==> config.mk <==
export PLATFORM = sky130hd
export DESIGN_NAME = dcache_rd_port_arbiter_flat
export DESIGN_NICKNAME = d
export VERILOG_FILES = /design/src/rtl/dcache_rd_port_arbiter_if.sv /design/src/rtl/dcache_rd_port_arbiter.sv /design/src/flat_wrapper.sv
export SDC_FILE = /design/constraint.sdc
export NUM_CORES = 1
export LEC_CHECK = 0
export ABC_AREA = 0
export CAP_MARGIN = 20
export CELL_PAD_IN_SITES_DETAIL_PLACEMENT = 0
export CELL_PAD_IN_SITES_GLOBAL_PLACEMENT = 1
export CORE_UTILIZATION = 18
export DETAILED_ROUTE_END_ITERATION = 10
export HOLD_SLACK_MARGIN = 0.06
export PLACE_DENSITY_LB_ADDON = 0.1
export REMOVE_ABC_BUFFERS = 1
export SYNTH_ARGS = -nofsm -noshare
export SYNTH_HDL_FRONTEND = slang
export SYNTH_SLANG_ARGS = --single-unit
==> constraint.sdc <==
create_clock -name clk_i -period 2.9 [get_ports clk_i]
set_input_delay 0.58 -clock clk_i [delete_from_list [all_inputs] [get_ports clk_i]]
set_output_delay 0.58 -clock clk_i [all_outputs]
set_load 0.005 [all_outputs]
==> src/rtl/dcache_rd_port_arbiter_if.sv <==
// Bus bundles for the dcache read-port arbiter: requester side and cache side.
// The arbiter is the slave of the requester bundle and the master of the cache bundle.

interface dcache_rd_req_if #(
    parameter int NumPorts  = 3,
    parameter int AddrWidth = 32,
    parameter int DataWidth = 32
);
    logic [NumPorts-1:0]              req_i;
    logic [NumPorts*AddrWidth-1:0]    addr_i;
    logic [NumPorts*DataWidth/8-1:0]  be_i;
    logic [NumPorts-1:0]              gnt_o;
    logic [NumPorts-1:0]              rvalid_o;
    logic [DataWidth-1:0]             rdata_o;

    modport master (output req_i, addr_i, be_i, input gnt_o, rvalid_o, rdata_o);
    modport slave  (input req_i, addr_i, be_i, output gnt_o, rvalid_o, rdata_o);
endinterface

interface dcache_rd_cache_if #(
    parameter int AddrWidth = 32,
    parameter int DataWidth = 32
);
    logic                    cache_req_o;
    logic [AddrWidth-1:0]    cache_addr_o;
    logic [DataWidth/8-1:0]  cache_be_o;
    logic                    cache_gnt_i;
    logic                    cache_rvalid_i;
    logic [DataWidth-1:0]    cache_rdata_i;

    modport master (output cache_req_o, cache_addr_o, cache_be_o,
                    input  cache_gnt_i, cache_rvalid_i, cache_rdata_i);
    modport slave  (input  cache_req_o, cache_addr_o, cache_be_o,
                    output cache_gnt_i, cache_rvalid_i, cache_rdata_i);
endinterface

==> src/rtl/dcache_rd_port_arbiter.sv <==
// Round-robin arbiter sharing one write-through dcache read port among several in-order
// requesters; an in-order tag FIFO steers each cache response back to its issuer.

module dcache_rd_port_arbiter #(
    parameter int NumPorts       = 3,
    parameter int AddrWidth      = 32,
    parameter int DataWidth      = 32,
    parameter int MaxOutstanding = 2
) (
    input  logic               clk_i,
    input  logic               rst_i,
    dcache_rd_req_if.slave     req_bus,
    dcache_rd_cache_if.master  cache_bus,
    output logic               busy_o,
    output logic               err_o
);

    localparam int BeWidth  = DataWidth / 8;
    localparam int TagWidth = (NumPorts > 1) ? $clog2(NumPorts) : 1;
    localparam int PtrWidth = (MaxOutstanding > 1) ? $clog2(MaxOutstanding) : 1;
    localparam int CntWidth = $clog2(MaxOutstanding + 1);

    typedef enum logic [0:0] {
        ARB  = 1'b0,
        HOLD = 1'b1
    } state_e;

    function automatic logic [TagWidth-1:0] rr_index(input logic [TagWidth-1:0] base,
                                                     input int off);
        return TagWidth'((int'(base) + off) % NumPorts);
    endfunction

    function automatic logic [PtrWidth-1:0] ptr_inc(input logic [PtrWidth-1:0] ptr);
        if (int'(ptr) == MaxOutstanding - 1) begin
            return '0;
        end else begin
            return ptr + PtrWidth'(1);
        end
    endfunction

    state_e                 state_q, state_d;
    logic [TagWidth-1:0]    rr_ptr_q, rr_ptr_d;
    logic [TagWidth-1:0]    hold_port_q, hold_port_d;
    logic [TagWidth-1:0]    fifo_q [MaxOutstanding];
    logic [TagWidth-1:0]    fifo_d [MaxOutstanding];
    logic [PtrWidth-1:0]    wr_ptr_q, wr_ptr_d;
    logic [PtrWidth-1:0]    rd_ptr_q, rd_ptr_d;
    logic [CntWidth-1:0]    cnt_q, cnt_d;
    logic                   full_q, full_d;
    logic                   err_q, err_d;

    logic                   win_valid_s;
    logic [TagWidth-1:0]    win_s;
    logic [TagWidth-1:0]    sel_s;
    logic                   cache_req_s;
    logic [NumPorts-1:0]    gnt_s;
    logic                   push_s;
    logic                   pop_s;
    logic [TagWidth-1:0]    head_s;
    logic [NumPorts-1:0]    rvalid_s;
    logic [DataWidth-1:0]   rdata_s;

    // Round-robin pick: first requester at or after rr_ptr, cyclically.
    always_comb begin
        win_valid_s = 1'b0;
        win_s       = '0;
        for (int i = 0; i < NumPorts; i++) begin
            if (!win_valid_s && req_bus.req_i[rr_index(rr_ptr_q, i)]) begin
                win_valid_s = 1'b1;
                win_s       = rr_index(rr_ptr_q, i);
            end else begin
                win_valid_s = win_valid_s;
            end
        end
    end

    // FSM next state, grant generation and response routing.
    always_comb begin
        state_d     = state_q;
        rr_ptr_d    = rr_ptr_q;
        hold_port_d = hold_port_q;
        err_d       = err_q;
        sel_s       = win_s;
        cache_req_s = 1'b0;
        gnt_s       = '0;
        push_s      = 1'b0;

        case (state_q)
            ARB: begin
                // full_q is registered, so a pop this cycle cannot release the block
                if (!full_q && win_valid_s) begin
                    cache_req_s = 1'b1;
                    if (cache_bus.cache_gnt_i) begin
                        gnt_s[win_s] = 1'b1;
                        push_s       = 1'b1;
                        rr_ptr_d     = rr_index(win_s, 1);
                    end else begin
                        hold_port_d = win_s;
                        state_d     = HOLD;
                    end
                end else begin
                    cache_req_s = 1'b0;
                end
            end
            HOLD: begin
                sel_s = hold_port_q;
                if (req_bus.req_i[hold_port_q]) begin
                    cache_req_s = 1'b1;
                    if (cache_bus.cache_gnt_i) begin
                        gnt_s[hold_port_q] = 1'b1;
                        push_s             = 1'b1;
                        rr_ptr_d           = rr_index(hold_port_q, 1);
                        state_d            = ARB;
                    end else begin
                        state_d = HOLD;
                    end
                end else begin
                    err_d   = 1'b1;
                    state_d = ARB;
                end
            end
            default: begin
                state_d = ARB;
            end
        endcase

        pop_s    = cache_bus.cache_rvalid_i && (cnt_q != '0);
        head_s   = fifo_q[rd_ptr_q];
        rvalid_s = '0;
        rdata_s  = '0;
        if (pop_s) begin
            rvalid_s[head_s] = 1'b1;
            rdata_s          = cache_bus.cache_rdata_i;
        end else if (cache_bus.cache_rvalid_i) begin
            err_d = 1'b1;
        end else begin
            rdata_s = '0;
        end
    end

    // Tag FIFO bookkeeping; push and pop may coincide.
    always_comb begin
        fifo_d   = fifo_q;
        wr_ptr_d = wr_ptr_q;
        rd_ptr_d = rd_ptr_q;
        cnt_d    = cnt_q;
        if (push_s) begin
            fifo_d[wr_ptr_q] = sel_s;
            wr_ptr_d         = ptr_inc(wr_ptr_q);
        end else begin
            wr_ptr_d = wr_ptr_q;
        end
        if (pop_s) begin
            rd_ptr_d = ptr_inc(rd_ptr_q);
        end else begin
            rd_ptr_d = rd_ptr_q;
        end
        case ({push_s, pop_s})
            2'b10:   cnt_d = cnt_q + CntWidth'(1);
            2'b01:   cnt_d = cnt_q - CntWidth'(1);
            default: cnt_d = cnt_q;
        endcase
        full_d = (cnt_d == CntWidth'(MaxOutstanding));
    end

    // State registers.
    always_ff @(posedge clk_i or posedge rst_i) begin
        if (rst_i) begin
            state_q     <= ARB;
            rr_ptr_q    <= '0;
            hold_port_q <= '0;
            wr_ptr_q    <= '0;
            rd_ptr_q    <= '0;
            cnt_q       <= '0;
            full_q      <= 1'b0;
            err_q       <= 1'b0;
            for (int i = 0; i < MaxOutstanding; i++) begin
                fifo_q[i] <= '0;
            end
        end else begin
            state_q     <= state_d;
            rr_ptr_q    <= rr_ptr_d;
            hold_port_q <= hold_port_d;
            wr_ptr_q    <= wr_ptr_d;
            rd_ptr_q    <= rd_ptr_d;
            cnt_q       <= cnt_d;
            full_q      <= full_d;
            err_q       <= err_d;
            fifo_q      <= fifo_d;
        end
    end

    assign req_bus.gnt_o          = gnt_s;
    assign req_bus.rvalid_o       = rvalid_s;
    assign req_bus.rdata_o        = rdata_s;
    assign cache_bus.cache_req_o  = cache_req_s;
    assign cache_bus.cache_addr_o = cache_req_s ?
                                    req_bus.addr_i[int'(sel_s)*AddrWidth +: AddrWidth] : '0;
    assign cache_bus.cache_be_o   = cache_req_s ?
                                    req_bus.be_i[int'(sel_s)*BeWidth +: BeWidth] : '0;
    assign busy_o                 = (state_q == HOLD) || (cnt_q != '0);
    assign err_o                  = err_q;

endmodule

==> src/flat_wrapper.sv <==
// flat-port wrapper written by rule: the top's interface ports become plain ports
module dcache_rd_port_arbiter_flat 
#(
    parameter int NumPorts       = 3,
    parameter int AddrWidth      = 32,
    parameter int DataWidth      = 32,
    parameter int MaxOutstanding = 2
)
  (clk_i, rst_i, busy_o, err_o, req_bus_req_i, req_bus_addr_i, req_bus_be_i, req_bus_gnt_o, req_bus_rvalid_o, req_bus_rdata_o, cache_bus_cache_req_o, cache_bus_cache_addr_o, cache_bus_cache_be_o, cache_bus_cache_gnt_i, cache_bus_cache_rvalid_i, cache_bus_cache_rdata_i);
  dcache_rd_req_if #(.NumPorts(NumPorts), .AddrWidth(AddrWidth), .DataWidth(DataWidth)) req_bus_i ();
  dcache_rd_cache_if #(.AddrWidth(AddrWidth), .DataWidth(DataWidth)) cache_bus_i ();
  input  logic clk_i;
  input  logic rst_i;
  output logic busy_o;
  output logic err_o;
  input wire logic [$bits(req_bus_i.req_i)-1:0] req_bus_req_i;
  input wire logic [$bits(req_bus_i.addr_i)-1:0] req_bus_addr_i;
  input wire logic [$bits(req_bus_i.be_i)-1:0] req_bus_be_i;
  output wire logic [$bits(req_bus_i.gnt_o)-1:0] req_bus_gnt_o;
  output wire logic [$bits(req_bus_i.rvalid_o)-1:0] req_bus_rvalid_o;
  output wire logic [$bits(req_bus_i.rdata_o)-1:0] req_bus_rdata_o;
  output wire logic [$bits(cache_bus_i.cache_req_o)-1:0] cache_bus_cache_req_o;
  output wire logic [$bits(cache_bus_i.cache_addr_o)-1:0] cache_bus_cache_addr_o;
  output wire logic [$bits(cache_bus_i.cache_be_o)-1:0] cache_bus_cache_be_o;
  input wire logic [$bits(cache_bus_i.cache_gnt_i)-1:0] cache_bus_cache_gnt_i;
  input wire logic [$bits(cache_bus_i.cache_rvalid_i)-1:0] cache_bus_cache_rvalid_i;
  input wire logic [$bits(cache_bus_i.cache_rdata_i)-1:0] cache_bus_cache_rdata_i;
  assign req_bus_i.req_i = req_bus_req_i;
  assign req_bus_i.addr_i = req_bus_addr_i;
  assign req_bus_i.be_i = req_bus_be_i;
  assign req_bus_gnt_o = req_bus_i.gnt_o;
  assign req_bus_rvalid_o = req_bus_i.rvalid_o;
  assign req_bus_rdata_o = req_bus_i.rdata_o;
  assign cache_bus_cache_req_o = cache_bus_i.cache_req_o;
  assign cache_bus_cache_addr_o = cache_bus_i.cache_addr_o;
  assign cache_bus_cache_be_o = cache_bus_i.cache_be_o;
  assign cache_bus_i.cache_gnt_i = cache_bus_cache_gnt_i;
  assign cache_bus_i.cache_rvalid_i = cache_bus_cache_rvalid_i;
  assign cache_bus_i.cache_rdata_i = cache_bus_cache_rdata_i;
  dcache_rd_port_arbiter #(.NumPorts(NumPorts), .AddrWidth(AddrWidth), .DataWidth(DataWidth), .MaxOutstanding(MaxOutstanding)) u_core (.clk_i(clk_i), .rst_i(rst_i), .req_bus(req_bus_i), .cache_bus(cache_bus_i), .busy_o(busy_o), .err_o(err_o));
endmodule
==> summary.md <==
| Metric | Value |
|---|---|
| Net count, final | 670 |
| Clock skew | 3.73 ps |
| Worst skew pair latency | 250 ps |
| R2R Setup Slk | 210 ps |
| CTS buffer count | 3 |
| Reg clk slew, reported paths | 50 ps |
| Routability cong. | 0.779 |
| Max VDD drop | 0.646 mV |
| Vias in the first global route | 3,175 |
| Routed length per placed instance | 17.5 µm |
| Worst R2R Start | u_core.rr_ptr_q[1]$_DFFE_PP0P_ |
| Slew Limit Headroom | 61.5% |
| Register area share after synthesis | 16.5% |
| Pre-CTS setup slack | -948 ps |
| Fraction of layout instances using a drive strength above 1 | 35.7% |
| Worst Path Max Fanout | 7 |
| Detailed Place HPWL | 7950 µm |
| Syn. warnings | 0 |
| Grt ovf | 0 |
| Area delta synth->final | 149% |
| Total power | 0.00741 W |
| Leakage | 2.26 nW |
| FF-to-FF path depth | 11 |
| Crit. Startpoint | req_bus_req_i[0] |
| Hold_ws | 487 ps |
| Post-synth EDFFs | 0 |
| Max-Cap Viols | 0 |
| Diodes inserted | 0 |
| Number of distinct library cells after synthesis | 44 |
| DRT antenna net count | 0 |
| Finished Layout Cells | 684 |
| Class of the worst hold path | reg2reg |
| GRT Total Usage | 16.2% |
| Actual slew at the worst max-slew pin | 576 ps |
| CP Data Arrival Time | 2800 ps |
| CTS tree | done |
| Placed inst area | 4920 µm² |
| # IOs | 224 |
| Failing checks | setup timing |
| Initial Util | 18.7% |
| RR Endpoint | u_core.full_q$_DFF_PP0_ |
| Design Area, Final | 5670 µm² |
| Input/output buffers | 223 |
| Total Routed Length | 12,000 µm |
| Slew Viols, Final | 0 |
| Vias | 3,116 |
| Clock sink total | 15 |
| # rows | 40 |
| Syn Inst Count | 240 |
| Largest net degree at the start of global routing | 34 |
| Power per cell area | 1310 nW/µm² |
| Buffer depth of the longest clock path | 2 |
| Ys flop type | dfrtp_1 |
| Core Box Area | 12,200 µm² |
| Endpoints failing hold | 0 |
| Crit end category | primary output |
| Tmin final | 3380 ps |
| Final WS setup | -484 ps |
| First drt pass iteration count | 4 |
| Syn Area/Cell | 9.49 µm² |
| Status | finished with violations |
| Worst Path Required | 2320 ps |
| First-pass GRT wire length | 16,500 µm |
| Vias per Instance | 4.56 |
| DRT iter0 DRCs | 89 |
| Placed Cells incl. Taps | 646 |
| CP endpoint | cache_bus_cache_addr_o[24] |
| Post-synthesis cell area | 2280 µm² |
| Number of synthesized register bits | 15 |
| H-tree levels | 1 |
| Initial antenna violation count | 0 |
| Residual DRC | 0 |
| Crit start category | input pin |
| Die Y | 114 µm |
| Die Area | 13,100 µm² |
| CP Class | in2out |
| Fin crit share | 117% |
| Die W | 114 µm |
| Fillers | 1,167 |
| Final setup vio count | 38 |
| RSZ-0062 raised after global routing | yes |
| Fmax | 295 MHz |
| Asr flop ratio synth | 100% |
| Clock root cell | clkbuf_16 |
## worst max-delay path, stage by stage
cell and delay [ps]:
clkdlybuf4s15_1 330, mux2i_2 140, or2_1 270, buf_6 140
a311oi_4 310, nor2_4 90, buf_12 160, nor3_4 190
buf_12 170, clkbuf_16 150, a221o_1 140, buf_2 120
## what timing repair did
item                                   CTS  global route
gates resized for setup                180            56
gates cloned                             5             8
endpoints found under the hold margin    0             0
hold buffers                             0             0
pin swaps                               24            34
setup endpoints to repair               40            41
setup buffers                           17            11
## sequential cells by signal, indices dropped and copies added (netlist names)
register,count
u_core.cnt_q,2
u_core.err_o,1
u_core.fifo_q,4
u_core.full_q,1
u_core.hold_port_q,2
u_core.rd_ptr_q,1
u_core.rr_ptr_q,2
u_core.state_q,1
u_core.wr_ptr_q,1
## cell usage after synthesis (2+ instances only)
library cell	n	area, µm²
nand3_1	3	15.0
a221o_1	36	360
nor3_4	2	32.5
o22ai_1	3	18.8
a21oi_1	5	25.0
nor4b_1	17	149
xnor2_1	4	35.0
inv_1	7	26.3
o2bb2ai_1	2	17.5
clkbuf_1	7	26.3
mux2_2	4	45.0
buf_4	4	30.0
mux2_1	2	22.5
buf_6	10	113
buf_2	2	10.0
dfrtp_1	15	375
mux2i_1	5	50.1
inv_2	2	7.51
nor2b_1	3	18.8
o21ai_0	8	40.0
o21ai_1	3	15.0
nor2_1	11	41.3
nand3b_1	3	22.5
nor4b_2	19	285
and2_1	34	213
nand2_1	6	22.5
ha_1	6	75.1
## final cells by class
type                       count  area, µm²  share of cell area [%]
clock inverter                 1       7.51                   0.133
timing repair buffer         295       2940                    51.9
tap                          168        210                    3.71
multi-input combinational    193       2020                    35.6
sequential                    15        377                    6.65
inverter                       9       38.8                   0.685
clock buffer                   3       75.1                    1.33
## where the power goes
part           switching [W]  internal (W)
registers           0.000104      0.000305
clock network      0.0000926      0.000186
logic                0.00302       0.00370
## metrics by stage
step / TNS [ps] / util (%)
2_1_floorplan: -36140 / -
3_3_place_gp: -34500 / 40.4
3_5_place_dp: -35760 / 40.4
4_1_cts: -20290 / 44.5
5_1_grt: -21270 / 46.6
6_report: -17020 / 46.6
## cell usage in the layout, fill, tap and decap left out, drive strengths merged, types with 6 or more instances in the layout
| cell type | n |
|---|---|
| nand2 | 6 |
| and2 | 34 |
| inv | 9 |
| nor4b | 36 |
| ha | 6 |
| clkdlybuf4s50 | 180 |
| mux2 | 6 |
| mux2i | 6 |
| dfrtp | 15 |
| o21ai | 11 |
| clkbuf | 12 |
| buf | 102 |
| nor2 | 13 |
| a221o | 36 |
## worst min-delay path by stage
stage / startpoint / endpoint / cells past startpoint
2_1_floorplan: u_core.err_o$_DFF_PP0_ / u_core.err_o$_DFF_PP0_ / 2
4_1_cts: u_core.err_o$_DFF_PP0_ / u_core.err_o$_DFF_PP0_ / 2
3_5_place_dp: u_core.err_o$_DFF_PP0_ / u_core.err_o$_DFF_PP0_ / 2
5_1_grt: u_core.err_o$_DFF_PP0_ / u_core.err_o$_DFF_PP0_ / 2
3_3_place_gp: u_core.err_o$_DFF_PP0_ / u_core.err_o$_DFF_PP0_ / 2
6_report: u_core.err_o$_DFF_PP0_ / u_core.err_o$_DFF_PP0_ / 2
## kinds of logic (layout without fill, tap and decap cells)
| family | count (synthesis) | in the layout | synth area share, % |
|---|---|---|---|
| simple gates | 105 | 105 | 37.4 |
| buf+inv | 32 | 308 | 9.34 |
| fa+ha+maj | 6 | 6 | 3.30 |
| compound gates | 65 | 65 | 25.8 |
| mux | 12 | 12 | 5.77 |
| xor+xnor | 5 | 5 | 1.92 |
| flops | 15 | 15 | 16.5 |
## metal layers
metal,GRT usage [%],vias to the layer above,share of wire (%)
li1,-,1493,-
met1,17.4,1477,37
met2,32.4,137,55
met3,4.39,9,7.3
met4,1.30,0,0.71
met5,0,-,0
Power figures use the tool's default switching activity.
